## config.mk

```make
export PLATFORM = sky130hd
export DESIGN_NAME = pe_mx
export DESIGN_NICKNAME = d
export VERILOG_FILES = /design/src/rtl/pe_pkg.sv /design/src/rtl/pe_mul_sat.sv /design/src/rtl/pe_mx.sv
export SDC_FILE = /design/constraint.sdc
export NUM_CORES = 1
export LEC_CHECK = 0
export BUFFER_PORTS_ARGS = -buffer_cell sky130_fd_sc_hd__buf_2
export CAP_MARGIN = 0
export CORE_MARGIN = 2
export CORE_UTILIZATION = 50
export DETAILED_ROUTE_END_ITERATION = 7
export HOLD_SLACK_MARGIN = 0.1
export PLACE_DENSITY = 0.7
export SYNTH_ARGS = -nofsm -noshare
export SYNTH_HDL_FRONTEND = slang
export SYNTH_SLANG_ARGS = --single-unit
```

## constraint.sdc

```tcl
create_clock -name clk -period 9.4 [get_ports clk]
set_input_delay 1.88 -clock clk [delete_from_list [all_inputs] [get_ports clk]]
set_output_delay 1.88 -clock clk [all_outputs]
set_load 0.005 [all_outputs]
```

## src/rtl/pe_pkg.sv

```systemverilog
// rtl/pe_pkg.sv - shared types, saturation limits and clamp helper for the pe_mx processing element
package pe_pkg;

  typedef enum logic [1:0] {
    GEMM_WS = 2'b00,
    GEMM_OS = 2'b01,
    UNO     = 2'b10,
    BYPASS  = 2'b11
  } pe_mode_e;

  typedef enum logic [1:0] {
    IDLE  = 2'b00,
    ACC   = 2'b01,
    DRAIN = 2'b10
  } os_state_e;

  localparam int SAT_CALC_BW = 64;

  function automatic logic signed [SAT_CALC_BW-1:0] sat_max(input int bw);
    return (64'sd1 <<< (bw - 1)) - 64'sd1;
  endfunction

  function automatic logic signed [SAT_CALC_BW-1:0] sat_min(input int bw);
    return -(64'sd1 <<< (bw - 1));
  endfunction

  // Clamp a wide signed value into a bw-bit signed range; callers truncate the result to bw.
  function automatic logic signed [SAT_CALC_BW-1:0] sat(input logic signed [SAT_CALC_BW-1:0] v,
                                                        input int bw);
    if (v > sat_max(bw)) begin
      return sat_max(bw);
    end else if (v < sat_min(bw)) begin
      return sat_min(bw);
    end
    return v;
  endfunction

endpackage

```

## src/rtl/pe_mul_sat.sv

```systemverilog
// rtl/pe_mul_sat.sv - signed multiplier, optional product register and saturating adder
module pe_mul_sat
  import pe_pkg::*;
#(
  parameter int OP_BW    = 16,
  parameter int ACC_BW   = 32,
  parameter int MUL_PIPE = 0
) (
  input  logic                     clk,
  input  logic                     rst_n,
  input  logic signed [OP_BW-1:0]  a_i,
  input  logic signed [OP_BW-1:0]  b_i,
  input  logic                     vld_i,
  input  logic signed [ACC_BW-1:0] addend_i,
  output logic signed [ACC_BW-1:0] prod_o,
  output logic                     vld_o,
  output logic signed [ACC_BW-1:0] sum_o
);

  logic signed [2*OP_BW-1:0] prod_full;
  logic signed [ACC_BW-1:0]  prod_d, prod_q;
  logic                      pvld_d, pvld_q;
  logic signed [63:0]        sum_w;

  assign prod_full = a_i * b_i;

  always_comb begin
    prod_d = ACC_BW'(prod_full);
    pvld_d = vld_i;
  end

  always_ff @(posedge clk or negedge rst_n) begin
    if (!rst_n) begin
      prod_q <= '0;
      pvld_q <= 1'b0;
    end else begin
      prod_q <= prod_d;
      pvld_q <= pvld_d;
    end
  end

  // With MUL_PIPE=0 the register is simply left unused and optimised away.
  assign prod_o = (MUL_PIPE != 0) ? prod_q : prod_d;
  assign vld_o  = (MUL_PIPE != 0) ? pvld_q : pvld_d;

  assign sum_w = 64'(prod_o) + 64'(addend_i);
  assign sum_o = ACC_BW'(sat(sum_w, ACC_BW));

endmodule

```

## src/rtl/pe_mx.sv

```systemverilog
// rtl/pe_mx.sv - systolic processing element: WS/OS GEMM, unary chain and bypass modes
module pe_mx
  import pe_pkg::*;
#(
  parameter int INT_BW   = 5,
  parameter int FRA_BW   = 10,
  parameter int MUL_BW   = 16,
  parameter int ACC_BW   = 32,
  parameter int MUL_PIPE = 0
) (
  input  logic              clk,
  input  logic              rst_n,
  input  logic [1:0]        mode_i,
  input  logic [MUL_BW-1:0] x_i,
  input  logic              x_vld_i,
  input  logic [MUL_BW-1:0] var_i,
  input  logic [MUL_BW-1:0] wc_i,
  input  logic              w_shift_i,
  input  logic              w_load_i,
  input  logic [ACC_BW-1:0] mac_i,
  input  logic [ACC_BW-1:0] o_i,
  input  logic              o_vld_i,
  input  logic              acc_start_i,
  input  logic              drain_i,
  output logic [MUL_BW-1:0] x_o,
  output logic              x_vld_o,
  output logic [MUL_BW-1:0] var_o,
  output logic [MUL_BW-1:0] wc_o,
  output logic [ACC_BW-1:0] o_o,
  output logic              o_vld_o,
  output logic              busy_o
);

  localparam int OP_BW = 1 + INT_BW + FRA_BW;

  pe_mode_e mode;
  assign mode = pe_mode_e'(mode_i);

  logic [MUL_BW-1:0] x_d, x_q, var_d, var_q, shadow_d, shadow_q, active_d, active_q;
  logic              x_vld_d, x_vld_q;
  logic [ACC_BW-1:0] o_d, o_q, acc_d, acc_q;
  logic              o_vld_d, o_vld_q;
  os_state_e         state_d, state_q;

  always_comb begin
    x_d      = x_i;
    x_vld_d  = x_vld_i;
    var_d    = var_i;
    shadow_d = w_shift_i ? wc_i : shadow_q;
    // Reading shadow_q here means a simultaneous shift+load promotes the old shadow.
    active_d = w_load_i ? shadow_q : active_q;
  end

  logic signed [OP_BW-1:0]  x_op, var_op, w_op, mac_t;
  logic signed [ACC_BW-1:0] mac_shift, w_ext, addend;
  logic signed [OP_BW-1:0]  mul_a, mul_b;
  logic                     mul_vld;
  logic signed [ACC_BW-1:0] prod, sum;
  logic                     pvld;

  assign x_op      = $signed(x_q[MUL_BW-1 -: OP_BW]);
  assign var_op    = $signed(var_q[MUL_BW-1 -: OP_BW]);
  assign w_op      = $signed(active_q[MUL_BW-1 -: OP_BW]);
  assign mac_shift = $signed(mac_i) >>> FRA_BW;
  assign mac_t     = OP_BW'(sat(64'(mac_shift), OP_BW));
  assign w_ext     = ACC_BW'(w_op) <<< FRA_BW;

  always_comb begin
    mul_a   = w_op;
    mul_b   = x_op;
    mul_vld = x_vld_q;
    addend  = $signed(o_i);
    case (mode)
      GEMM_OS: addend = $signed(acc_q);
      UNO: begin
        mul_a   = mac_t;
        mul_b   = var_op;
        mul_vld = 1'b1;
        addend  = w_ext;
      end
      default: ;
    endcase
  end

  pe_mul_sat #(
    .OP_BW   (OP_BW),
    .ACC_BW  (ACC_BW),
    .MUL_PIPE(MUL_PIPE)
  ) u_mul_sat (
    .clk     (clk),
    .rst_n   (rst_n),
    .a_i     (mul_a),
    .b_i     (mul_b),
    .vld_i   (mul_vld),
    .addend_i(addend),
    .prod_o  (prod),
    .vld_o   (pvld),
    .sum_o   (sum)
  );

  always_comb begin
    o_d     = o_q;
    o_vld_d = o_vld_q;
    acc_d   = acc_q;
    state_d = state_q;
    case (mode)
      GEMM_WS: begin
        o_d     = sum;
        o_vld_d = pvld;
      end
      UNO: begin
        o_d     = sum;
        o_vld_d = 1'b1;
      end
      BYPASS: begin
        o_d     = o_i;
        o_vld_d = o_vld_i;
      end
      GEMM_OS: begin
        case (state_q)
          ACC: begin
            o_vld_d = 1'b0;
            if (!acc_start_i) begin
              if (pvld) begin
                acc_d = sum;
              end
              // The drained value includes a product landing on this same edge.
              if (drain_i) begin
                state_d = DRAIN;
                o_d     = acc_d;
                o_vld_d = 1'b1;
              end
            end
          end
          DRAIN: begin
            o_d     = o_i;
            o_vld_d = o_vld_i;
            if (!drain_i) begin
              state_d = IDLE;
            end
          end
          default: begin
            o_d     = o_i;
            o_vld_d = o_vld_i;
          end
        endcase
        if (acc_start_i) begin
          state_d = ACC;
          acc_d   = pvld ? prod : '0;
        end
      end
      default: ;
    endcase
    if (mode != GEMM_OS) begin
      state_d = IDLE;
    end
  end

  always_ff @(posedge clk or negedge rst_n) begin
    if (!rst_n) begin
      x_q      <= '0;
      x_vld_q  <= 1'b0;
      var_q    <= '0;
      shadow_q <= '0;
      active_q <= '0;
      o_q      <= '0;
      o_vld_q  <= 1'b0;
      acc_q    <= '0;
      state_q  <= IDLE;
    end else begin
      x_q      <= x_d;
      x_vld_q  <= x_vld_d;
      var_q    <= var_d;
      shadow_q <= shadow_d;
      active_q <= active_d;
      o_q      <= o_d;
      o_vld_q  <= o_vld_d;
      acc_q    <= acc_d;
      state_q  <= state_d;
    end
  end

  assign x_o     = x_q;
  assign x_vld_o = x_vld_q;
  assign var_o   = var_q;
  assign wc_o    = shadow_q;
  assign o_o     = o_q;
  assign o_vld_o = o_vld_q;
  assign busy_o  = (state_q != IDLE);

endmodule

```

Word-level counts from Yosys, hierarchy flattened. Index checks and enable logic that the tools add are counted. Widths: inputs -> output; s select.

Flip-flop bits (word level): 132. Output and inout bits: 83.

Add/subtract/negate cells: 1. Multiply operators: 1. $lt $le $gt $ge: 4. Eq/ne operators: 10. Mux-type cells: 32. Reduce and logical (&&, ||, !) cells: 9.

Operators with widths (count): $mux 32 (10); $pmux 32 s3 (1); $mux 16 (5); $pmux 32 s2 (1); $add 32x32->33 (1); $gt 33x32->1 const B (1); $lt 33x32->1 const B (1); $mul 16x16->32 (1); $gt 22x16->1 const B (1); $lt 22x16->1 const B (1); $mux 2 (5); $mux 1 (8); $ne 4x4->1 const B (2); $eq 2x2->1 const B (3); $ne 3x3->1 const B (2); $reduce_bool 2->1 (3); $eq 2x1->1 const B (2); $pmux 1 s4 (1); $pmux 2 s2 (1); $reduce_and 2->1 (2); $reduce_and 4->1 (1); $reduce_bool 4->1 (1); $logic_not 2->1 (1); $ne 2x1->1 const B (1); $reduce_or 2->1 (1).

Depth between registers and ports, before layout.
Word-level depth: 16. Depth in mapped cells: 42.

Hierarchy. Synthesis repeated with hierarchy kept, for this count alone.

Cells, all modules: 2111. Area, all modules: 18756.7 um2.

By module, submodules not included: pe_mul_sat (times used 1, cells an instance 1407, area each 11956.5 um2, sequential area each 0.0 um2); pe_mx (times used 1, cells an instance 704, area each 6800.3 um2, sequential area each 3303.2 um2).

Worst setup path before layout. Ideal clock, no wire load.

Path kind: input to register. From: in mode_i[0]. To: reg acc_q[0]. Setup time: 0.146 ns. Data arrival time: 10.844 ns. Data required time: 9.254 ns. Setup slack: -1.590 ns. Stages: 39. Path buffers: 5. Path through: inv_1 -> ha_1 -> clkbuf_1 -> buf_1 -> clkbuf_1 -> mux2i_1 -> clkbuf_1 -> nor2_1 -> fa_1 -> inv_1 -> fa_1 -> fa_1 -> inv_1 -> fa_1 -> fa_1 -> inv_1 -> fa_1 -> inv_1 -> (+3 left out) -> nand2_1 -> a21oi_1 -> o21ai_0 -> a21oi_1 -> o21bai_1 -> a211oi_1 -> nor2_1 -> ha_1 -> a21o_1 -> a21o_1 -> a221oi_2 -> o21ai_2 -> o31ai_4 -> xor2_2 -> nor2_2 -> buf_2 -> o211ai_1 -> o311ai_1.

Cells in the longest elaborated chain, start to end: 11.

Ends and longest elaborated chain: from (decl) (line pe_mx.sv:13) `input logic [1:0] mode_i,`; $eq 2x2->1 (line pe_mx.sv:73) `case (mode)`; $mux 16 (line pe_mx.sv:73); $mul 16x16->32 (line pe_mul_sat.sv:25) `assign prod_full = a_i * b_i;`; $add 32x32->33 (line pe_mul_sat.sv:46) `assign sum_w = 64'(prod_o) + 64'(addend_i);`; $lt 33x32->1 (line pe_pkg.sv:32) `end else if (v < sat_min(bw)) begin`; $mux 1 (line pe_pkg.sv:32); $mux 1 (line pe_pkg.sv:30) `if (v > sat_max(bw)) begin`; $mux 32 (line pe_pkg.sv:35) `return v;`; $mux 32 (line pe_mx.sv:124) `if (pvld) begin`; $mux 32 (line pe_mx.sv:120) `case (state_q)`; $mux 32 (line pe_mx.sv:147) `if (acc_start_i) begin`; to (signal assigned) (line pe_mx.sv:168) `acc_q <= '0;`; to (signal assigned) (line pe_mx.sv:178) `acc_q <= acc_d;`; to (decl) (line pe_mx.sv:41) `logic [ACC_BW-1:0] o_d, o_q, acc_d, acc_q;`.

Several ways; a longest one is shown, not always the timed one. The select of a mux whose other input is x is not followed. A chain may end at the register's enable or synchronous reset.

Final worst setup path.
From: in mode_i[0]. To: reg o_q[27], in the netlist o_o[27].

Cells in the longest elaborated chain, start to end: 13.

Ends and longest elaborated chain: $eq 2x2->1 (line pe_mx.sv:73, pe_mx.sv:106); $mux 16 (line pe_mx.sv:73); $mul 16x16->32 (line pe_mul_sat.sv:25); $add 32x32->33 (line pe_mul_sat.sv:46); $lt 33x32->1 (line pe_pkg.sv:32); $mux 1 (line pe_pkg.sv:32); $mux 1 (line pe_pkg.sv:30); $mux 32 (line pe_pkg.sv:35); $mux 32 (line pe_mx.sv:124); $mux 32 (line pe_mx.sv:128) `if (drain_i) begin`; $mux 32 (line pe_mx.sv:123) `if (!acc_start_i) begin`; $mux 32 (line pe_mx.sv:120); $pmux 32 s3 (line pe_mx.sv:106) `case (mode)`; to (signal assigned) (line pe_mx.sv:166) `o_q <= '0;`; to (signal assigned) (line pe_mx.sv:176) `o_q <= o_d;`; to (decl) (line pe_mx.sv:41).

Several ways; a longest one is shown, not always the timed one. The select of a mux whose other input is x is not followed.

==> parameters.txt <==
Parameter                              Value

Drt
  Wire length on met3 ... 5.418 mm
  1st-pass router iterations ... 5
  WL final ... around 67 mm
  Vias ... 17939
  Routed wire length on met2 ... 31.77 mm
  DR top layer ... met4
  Final routed wire length divided by cell count ... 21.26 um
  Number of nets still failing antenna checks after routing ... 0
  Length of routed wiring on met1 ... between 20 and 30 mm
  Vias/cell ... 5.677
  Post-route DRC ... 0
  Starting DRC count in detailed routing ... between 1000 and 1500

Clock tree
  CTS Buf Count ... 17
  TritonCTS clock tree ... built
  Number of buffers inserted for hold repair after clock tree synthesis ... 0
  Cell chosen for the clock root ... sky130_fd_sc_hd__clkbuf_16
  Later-pin clock latency in the skew report ... about 0.46 ns
  Number of levels in the clock H-tree ... 4
  Number of clock sinks ... between 100 and 150
  Maximum clock path buffer count ... 2
  Clock input transition at the sequential cells of the worst setup and hold paths ... around 0.07 ns

Synth
  Dominant cell by count in the synthesized netlist ... sky130_fd_sc_hd__inv_1
  Number of synthesized register bits ... 132
  Post-synth cell types ... 74
  Syn Nets ... 2619
  Dominant cells by area after synthesis ... sky130_fd_sc_hd__fa_1, sky130_fd_sc_hd__dfrtp_1, sky130_fd_sc_hd__ha_1
  Yosys top cell area share ... 0.2890
  Synthesized netlist cell count ... about 2100
  Top cells by instance count after synthesis ... sky130_fd_sc_hd__inv_1, sky130_fd_sc_hd__fa_1, sky130_fd_sc_hd__nor2_1
  Async set or reset register ratio after synthesis ... 1.000
  Fraction of the yosys area taken by sequential cells ... 0.1813
  Main synth FF type ... sky130_fd_sc_hd__dfrtp_1
  Number of enable-type register cells in the synthesized netlist ... 0
  Cell area after synthesis ... about 18000 um2
  Syn_area_per_cell ... about 8.6 um2
  Yosys warning total ... 0
  Biggest area consumer among synthesized cells ... sky130_fd_sc_hd__fa_1

Die
  Die area ... about 38000 um2
  Number of ports placed on the die boundary ... slightly above 200
  Core Area ... ~36000 um2
  # rows ... 69
  Die H ... around 190 um
  Die width ... 194.9 um
  Starting density of the core ... 0.5097

Placement
  Post-detailed-placement cell area ... ~23000 um2
  Final HPWL DP ... between 50 and 60 mm
  IO buf count ... 194
  GPL Wtd Cong ... 0.9846

STA
  Worst-Margin Slew ... roughly 1.2 ns
  Post-route fraction of the period consumed by the critical path ... 1.085
  Final count of pins violating max slew ... 0
  Unrepaired setup endpoints after global routing ... yes
  Worst slew margin relative to its limit ... 0.1760
  Count of endpoints failing setup in the final report ... 64
  Worst hold-check slack ... between 0.4 and 0.5 ns
  Min Tclk post-route ... between 10 and 15 ns
  Number of endpoints with negative hold slack in the final report ... 0
  Final worst setup slack ... -0.8010 ns
  Total Negative Setup Slacks ... -44.59 ns
  Maximum achievable frequency ... just under 100 MHz
  Clock Skews ... about 0.013 ns

GRT
  Via count of the first global-routing pass ... between 15000 and 20000
  Number of antenna violations at the first check in global routing ... 1
  GR Util All Layers ... 0.3604
  Gr ovfl total ... 0
  Maximum number of pins on one net before global-route repair ... 69
  Global-route wire length before repair ... 105.1 mm

Min path
  HP Class ... flop to flop

Layout
  Final nets ... approximately 3200
  Final core area utilization ... 0.7007
  Fraction of final layout cells sized beyond drive strength 1 ... 0.3425
  Number of fill cells in the layout ... between 2000 and 3000
  Area growth syn-to-layout ... 37.46%
  Final instance area ... 25040 um2

Setup path
  Largest fanout on the critical path ... 6
  Required arrival time at the worst endpoint ... 9.79 ns
  Arrival time at the worst endpoint ... 10.59 ns
  Nature of the critical path startpoint ... input pin
  Critical path endpoint category ... flop
  Cell type with the highest occurrence count on the critical path ... sky130_fd_sc_hd__fa_1
  Worst path slowest cell ... sky130_fd_sc_hd__fa_1
  Worst R2R Setup Slack ... roughly 0.85 ns
  Worst stage delay on the critical path ... between 0.5 and 0.6 ns
  Critical setup path kind ... input pin to flop

Run status
  Outcome ... finished with violations
  Violations in the final reports ... negative setup slack

Run
  Maxcap violations ... 0
-- per-stage QoR --
step,instances,worst slack (ns)
2_1_floorplan,2116,-0.4664
3_3_place_gp,3066,-1.552
3_5_place_dp,3066,-1.652
4_1_cts,3124,-0.7395
5_1_grt,3160,-1.130
6_report,3160,-0.8010
-- metal layers --
| layer | up-vias | GRT usage |
|---|---|---|
| met3 | 188 | 0.06125 |
| li1 | 8026 | - |
| met4 | 0 | 0.1510 |
| met2 | 878 | 0.5878 |
| met5 | - | 0 |
| met1 | 8847 | 0.4772 |
-- path summary, 6_finish.rpt --
kind | from | endpoint | cells past startpoint
max in group asynchronous | rst_n | wc_o[10]$_DFFE_PN0P_ | 2
max reg2reg | active_q[3]$_DFFE_PN0P_ | o_o[21]$_DFFE_PN0P_ | 37
min reg2reg | o_o[2]$_DFFE_PN0P_ | o_o[2]$_DFFE_PN0P_ | 2
min | o_o[2]$_DFFE_PN0P_ | o_o[2]$_DFFE_PN0P_ | 2
max | mode_i[0] | o_o[27]$_DFFE_PN0P_ | 42
min in group asynchronous | rst_n | o_o[5]$_DFFE_PN0P_ | 1
-- layout make-up --
type	instances	area, um2	area share
diodes	1	2.502	0.00009992
clock buffers	17	425.4	0.01699
clock inverters	14	175.2	0.006994
inverters	356	1343	0.05361
multi-input cells	1547	14570	0.5816
flip-flops and latches	132	3303	0.1319
well taps	461	576.8	0.02303
repair buffers	632	4653	0.1858
-- timing repair --
| item | in CTS | in global routing |
|---|---|---|
| setup buffers | 29 | 35 |
| resized for setup | 85 | 131 |
| endpoints found under the setup margin | 64 | 64 |
| pin swaps | 55 | 70 |
| cloned | 2 | 1 |
-- placed cells by master (no fill, tap or decap), drive strengths merged, types with 12 or more instances in the layout --
master	count
o211ai	15
o31ai	12
a22oi	30
nand2	225
clkbuf	18
nand3	21
o21a	14
a21o	33
dfrtp	132
o21ai	121
nor2	257
ha	118
xor2	18
mux2	33
a21oi	141
fa	263
xnor2	43
mux2i	17
o22ai	19
inv	359
buf	631
-- state kept, by name (all words and copies together), names as in the netlist --
| name | count |
|---|---|
| o_o | 32 |
| acc_q | 32 |
| wc_o | 16 |
| x_o | 16 |
| state_q | 2 |
| var_o | 16 |
| o_vld_o | 1 |
| active_q | 16 |
| x_vld_o | 1 |
-- logic make-up (layout without fill, tap and decap cells) --
kind of cell | after synthesis | in the layout | synth area share
AOI/OAI and AO/OA | 472 | 472 | 0.1635
xor gates and xnor gates | 60 | 61 | 0.02926
adders and majority gates | 392 | 392 | 0.3761
buffers and inverters | 438 | 1019 | 0.09086
DFF | 132 | 132 | 0.1813
muxes | 50 | 50 | 0.02974
other | 0 | 1 | 0
and+or+nand+nor | 572 | 572 | 0.1293
-- critical path, delay by kind of cell --
family | cells | cell delay, ns
fa+ha+maj | 9 | 3.83
buf+inv | 17 | 2.00
compound gates | 10 | 1.99
xor+xnor | 2 | 0.52
simple gates | 4 | 0.36
Power is left out: the tool's default activity adds up to more than one toggle a clock period on the data nets, which glitch-free logic cannot reach.
